**src/rtl/rnd_vec_pipe.sv**
```systemverilog
// Multi-lane mantissa rounder: truncate / nearest-even / stochastic (per-lane LFSR) / half-up.
// Latency 2 cycles (S1 capture, S2 round+register); 1 beat/cycle with downstream ready.
// Backpressure: valid/ready skid-free pipeline, o_ready drops only when both stages are full and stalled.
module rnd_vec_pipe #(
    parameter int width_i = 24,
    parameter int width_o = 4,
    parameter int lanes   = 4
) (
    input  logic                       i_clk,
    input  logic                       i_rst,
    input  logic                       i_valid,
    output logic                       o_ready,
    input  logic [1:0]                 i_mode,
    input  logic [lanes*width_i-1:0]   i_num,
    input  logic                       i_seed_load,
    input  logic [31:0]                i_seed,
    output logic                       o_valid,
    input  logic                       i_ready,
    output logic [lanes*width_o-1:0]   o_man,
    output logic [lanes-1:0]           o_ofl
);

    localparam int dw = width_i - width_o;
    localparam logic [dw-1:0]      half   = dw'(1 << (dw - 1));
    localparam logic [width_o-1:0] renorm = {1'b1, {(width_o-1){1'b0}}};
    localparam logic [width_o-1:0] one_o  = {{(width_o-1){1'b0}}, 1'b1};

    typedef enum logic [1:0] {
        MODE_TRUNC  = 2'd0,
        MODE_RNE    = 2'd1,
        MODE_STOCH  = 2'd2,
        MODE_HALFUP = 2'd3
    } mode_e;

    typedef struct packed {
        mode_e                       mode;
        logic [lanes-1:0][dw-1:0]    rnd;
        logic [lanes*width_i-1:0]    num;
    } beat_t;

    function automatic logic [31:0] lfsr_step(input logic [31:0] s);
        return {s[30:0], s[31] ^ s[21] ^ s[1] ^ s[0]};
    endfunction

    // A zero seed would lock the register, so it is replaced by 1.
    function automatic logic [31:0] lane_seed(input logic [31:0] s, input int k);
        logic [31:0] v;
        v = s ^ 32'(k + 1);
        return (v == 32'd0) ? 32'd1 : v;
    endfunction

    logic                      s1_valid;
    beat_t                     s1_q;
    logic                      s2_adv;
    logic                      accept;
    logic [lanes-1:0][31:0]    lfsr;
    logic [lanes*width_o-1:0]  rnd_man;
    logic [lanes-1:0]          rnd_ofl;

    assign s2_adv  = !o_valid || i_ready;
    assign o_ready = !i_rst && (!s1_valid || s2_adv);
    assign accept  = i_valid && o_ready;

    // Load takes priority over the advance; an accepted beat has already sampled the old state.
    always_ff @(posedge i_clk) begin
        for (int k = 0; k < lanes; k++) begin
            if (i_rst)
                lfsr[k] <= 32'hACE1_0000 + 32'(k + 1);
            else if (i_seed_load)
                lfsr[k] <= lane_seed(i_seed, k);
            else if (accept)
                lfsr[k] <= lfsr_step(lfsr[k]);
        end
    end

    always_ff @(posedge i_clk) begin
        if (i_rst)
            s1_valid <= 1'b0;
        else if (o_ready)
            s1_valid <= i_valid;
    end

    always_ff @(posedge i_clk) begin
        if (accept) begin
            s1_q.mode <= mode_e'(i_mode);
            s1_q.num  <= i_num;
            for (int k = 0; k < lanes; k++)
                s1_q.rnd[k] <= lfsr[k][dw-1:0];
        end
    end

    for (genvar k = 0; k < lanes; k++) begin : g_lane
        logic [width_o-1:0] kept;
        logic [dw-1:0]      disc;
        logic [dw:0]        sum;
        logic               up;

        assign kept = s1_q.num[k*width_i+dw +: width_o];
        assign disc = s1_q.num[k*width_i +: dw];
        assign sum  = {1'b0, disc} + {1'b0, s1_q.rnd[k]};

        always_comb begin
            up = 1'b0;
            case (s1_q.mode)
                MODE_TRUNC:  up = 1'b0;
                MODE_RNE:    up = (disc > half) || ((disc == half) && kept[0]);
                MODE_STOCH:  up = sum[dw];
                MODE_HALFUP: up = (disc >= half);
                default:     up = 1'b0;
            endcase
        end

        // Carry out of an all-ones mantissa renormalises to 1.000... and flags overflow.
        assign rnd_man[k*width_o +: width_o] = !up      ? kept   :
                                               (&kept)  ? renorm : kept + one_o;
        assign rnd_ofl[k] = up && (&kept);
    end

    always_ff @(posedge i_clk) begin
        if (i_rst) begin
            o_valid <= 1'b0;
            o_man   <= '0;
            o_ofl   <= '0;
        end else if (s2_adv) begin
            o_valid <= s1_valid;
            if (s1_valid) begin
                o_man <= rnd_man;
                o_ofl <= rnd_ofl;
            end
        end
    end

endmodule

```
**config.mk**
```make
export PLATFORM = sky130hd
export DESIGN_NAME = rnd_vec_pipe
export DESIGN_NICKNAME = d
export VERILOG_FILES = /design/src/rtl/rnd_vec_pipe.sv
export SDC_FILE = /design/constraint.sdc
export NUM_CORES = 1
export LEC_CHECK = 0
export CAP_MARGIN = 20
export CORE_MARGIN = 1
export CORE_UTILIZATION = 47
export CTS_CLUSTER_DIAMETER = 30
export DETAILED_ROUTE_END_ITERATION = 10
export PLACE_DENSITY = 0.75
export SYNTH_ARGS = -nofsm -noshare
export SYNTH_HDL_FRONTEND = slang
export SYNTH_SLANG_ARGS = --single-unit
```
**constraint.sdc**
```tcl
create_clock -name i_clk -period 20.1 [get_ports i_clk]
set_input_delay 4.02 -clock i_clk [delete_from_list [all_inputs] [get_ports i_clk]]
set_output_delay 4.02 -clock i_clk [all_outputs]
set_load 0.05 [all_outputs]
```
==> results.yml <==
sta:
  finalClockSkew_ns: 0.0172
  worst-slew-pin-transition_ns: 1.14
  timing.final.setup_violations: 0
  layout_setup_ws_ns: 10.47
  totalNegativeSetupSlack_ns: 0
  fin_crit_sh: 0.479
  finalWorstPathRequiredPeriod_ns: 9.63
  worst_slew_margin_rel: 0.235
  fmax_mhz: 104
  grt_setup_unrepaired: "no"
  finalMaxSlewViolations: 0
  hold_violations: 0
critical_path:
  arrival_ns: 5.61
  critPathMaxFanout: 23
  critical_path_required_ns: 16.08
  crit_slowest_cell: "sky130_fd_sc_hd__clkdlybuf4s50_1"
  worst_r2r_endpoint: "lfsr[16]$_SDFFE_PP1P_"
  endpoint_kind: "output port"
  setup.worst_path.class: "input pin to output port"
  worst_r2r_path_depth: 8
  worst-r2r-setup-slack_ns: 16.67
  critical_path.startpoint_type: "input pin"
  path_buf_inv: 3
  critical-path-top-cell-by-count: "sky130_fd_sc_hd__clkdlybuf4s50_1"
  path_delay_family: "buffers and inverters"
  crit-reg2reg-launch: "s1_valid$_SDFFE_PP0P_"
  critical_path.max_stage_delay_ns: 0.81
  critical_path.cell_chain: "clkdlybuf4s50_1, buf_4, a21oi_1, clkdlybuf4s50_1"
route:
  drt_iter0_drc: 1165
  wl_per_cell_microns: 18.6
  routed-via-count: 10642
  drt-pass1-iter-count: 5
  vias_per_cell: 5.70
  drc: 0
  final_antenna_net_count: 0
  routed_wl_mm: 34.8
floorplan:
  core_region_area_sq_um: 28200
  floorplan.die_area_sq_um: 29600
  start_util: 0.483
  floorplan.io_pins: 157
  vert_die_dim_microns: 172
  chipWidth_microns: 172
  placementRows: 61
clock_network:
  tritoncts: "yes"
  clkLatencyLatePin_ns: 0.57
  cts_hold_repair.buffers: 0
  cts_post_setup_buffers_inserted: 0
  buffer_levels_on_the_longest_clock_path: 3
  cts-resized-gates: 0
  cts_root_buf: "sky130_fd_sc_hd__clkbuf_16"
  tritoncts.num_buffers: 58
  clock_sinks: 328
  cts_max_level: 2
  cts.reportedPaths.clkPinSlew_ns: 0.05
synthesis:
  async_reset_ff_frac: 0
  yosys.cell_count.top_type: "sky130_fd_sc_hd__nand2_1"
  ys_top_cells_by_count: "241 x sky130_fd_sc_hd__nand2_1, 178 x sky130_fd_sc_hd__edfxtp_1, 150 x sky130_fd_sc_hd__dfxtp_1"
  ys_seq_area_frac: 0.613
  synth_largest_type_area_fraction: 0.393
  netlist_instances: 1265
  synth_top_area_cell: "sky130_fd_sc_hd__edfxtp_1"
  yosys_register_bits: 328
  syn_area_per_cell_sq_um: 10.8
  synth_cell_type_count: 53
  synth_area_sq_um: 13600
  ys_dominant_reg_cell: "sky130_fd_sc_hd__edfxtp_1"
  number_of_enable_flip_flop_cells_after_synthesis: 178
  synthesis.nets: 1480
  synth_top_cells_by_area: "sky130_fd_sc_hd__edfxtp_1 39%, sky130_fd_sc_hd__dfxtp_1 22%, sky130_fd_sc_hd__ha_1 7.4%, sky130_fd_sc_hd__nand2_1 6.6%, sky130_fd_sc_hd__a31oi_1 4.4%"
  synth-warning-count: 0
placed_design:
  gpl.final_weighted_congestion: 0.880
  hpwlAfterDp_mm: 22.4
  place_ws_ns: 10.48
  io_buffers: 156
pwr:
  clock_share_of_power: 0.535
  pwr_density_cell_nw_per_um2: 112
  internal_power_w: 0.00153
  share_comb_of_total_power: 0.075
  netSwitchingPower_w: 0.000457
  power_leakage_nw: 6.57
  share_seq_of_total_power: 0.390
  vdd_ir_drop_max_uv: 65.5
  p_sw_frac: 0.230
layout:
  final.fill_count: 2107
  combined_area_of_the_multi_input_logic_cells_sq_um: 4980
  finish.net_count: 1654
  synthToLayoutAreaGrowth_pct: 30.3
  drive_gt1_frac: 0.0881
  final-seq-area_sq_um: 8350
min_path:
  worst_hold_path_type: "register to register"
  hold_end: "o_ofl[2]$_SDFFE_PP0P_"
  hold_start: "o_ofl[2]$_SDFFE_PP0P_"
  min_path_cells: 2
global_routing:
  number_of_antenna_violations_at_the_first_check_in_global_routing: 1
  wire_length_of_the_first_global_routing_pass_mm: 52.9
  gr-usage-all-layers: 0.234
  via_count_of_the_first_global_routing_pass: 10145
  pin_count_of_the_biggest_net_entering_global_routing: 119
  grt-ovfl-total: 0
status:
  outcome: "finished, final reports clean"
flow_run:
  drv_cap: 0
cell families after synthesis:
logic type | count (synthesis) | synth area share
and+or+nand+nor | 499 | 0.159
adders and majority gates | 80 | 0.0735
DFF | 328 | 0.613
buffers and inverters | 72 | 0.0215
muxes | 1 | 0.000735
xor gates and xnor gates | 12 | 0.00772
AOI/OAI and AO/OA | 273 | 0.124
per-stage QoR:
step                      power [W]  hold WS, ns  instance area, sq um   util  std cells
final                       0.00199        0.449                 17700  0.630       1866
after global routing        0.00205        0.468                 17700  0.630       1865
after CTS                   0.00200        0.451                 17700  0.629       1862
after detailed placement   0.000934        0.440                 15500  0.552       1754
after global placement     0.000928        0.439                 15500  0.552       1754
after floorplan            0.000870        0.430                 13600      -       1265
worst max-delay path by stage:
stage	end	slack (ns)	cells past startpoint	start
6_report	o_ready	10.47	4	i_rst
5_1_grt	o_ready	10.40	4	i_rst
4_1_cts	o_ready	10.47	4	i_rst
3_5_place_dp	o_ready	10.48	4	i_rst
3_3_place_gp	o_ready	10.47	4	i_rst
2_1_floorplan	g_lane[0].disc[0]$_DFFE_PP_	9.94	4	i_ready
power groups by stage:
stage	logic, W	registers (W)	clock network, W
after floorplan	0.0000783	0.000791	0
after global routing	0.000164	0.000780	0.00111
after CTS	0.000147	0.000776	0.00108
final	0.000149	0.000777	0.00107
after detailed placement	0.000145	0.000789	0
after global placement	0.000140	0.000788	0
layer usage:
metal  wire (microns)  global-route usage  part of all wire  vias up
li1                 -                   -                 -     5026
met1            14500               0.308              0.42     5038
met2            15900               0.368              0.46      494
met3             3280              0.0554             0.094       84
met4             1070              0.0973             0.031        0
met5                0                   0                 0        -
worst reg2reg max path, delay by kind of cell, from the launching register on:
family | cells | cell delay [ns]
and+or+nand+nor | 5 | 1.16
buffers and inverters | 2 | 1.77
DFF | 1 | 0.33
AOI/OAI and AO/OA | 1 | 0.10
flip-flops by register name, indices dropped and copies added (netlist names):
register / count
o_valid: 1
s1_q: 82
o_man: 16
g_lane.disc: 80
s1_valid: 1
g_lane.kept: 16
o_ofl: 4
lfsr: 128
cell type report:
class	instances	share of cell area
Antenna cell	1	0.000141
Clock buffer	70	0.0908
Clock inverter	38	0.0312
Inverter	11	0.00275
Multi-Input combinational cell	865	0.281
Sequential cell	328	0.471
Tap cell	378	0.0267
Timing Repair Buffer	175	0.0969
placed cells by master (no fill, tap or decap), drive strengths merged, types with 7 or more instances in the layout:
master         netlist  layout
nand2              241     241
a31oi               95      95
o21ai               83      83
nor4                32      32
buf                 20      17
dfxtp              150     150
bufinv               0      11
nor2               140     140
edfxtp             178     178
nand2b              11      11
clkdlybuf4s50        0     156
a21o                 7       7
xnor2               10      10
nand4               23      23
a211oi               7       7
a21oi               38      38
nand3               17      17
clkinv               1      15
inv                 10      23
ha                  80      80
clkbuf              41      72
o211ai              13      13
nor3                11      11
Power figures use the tool's default switching activity.
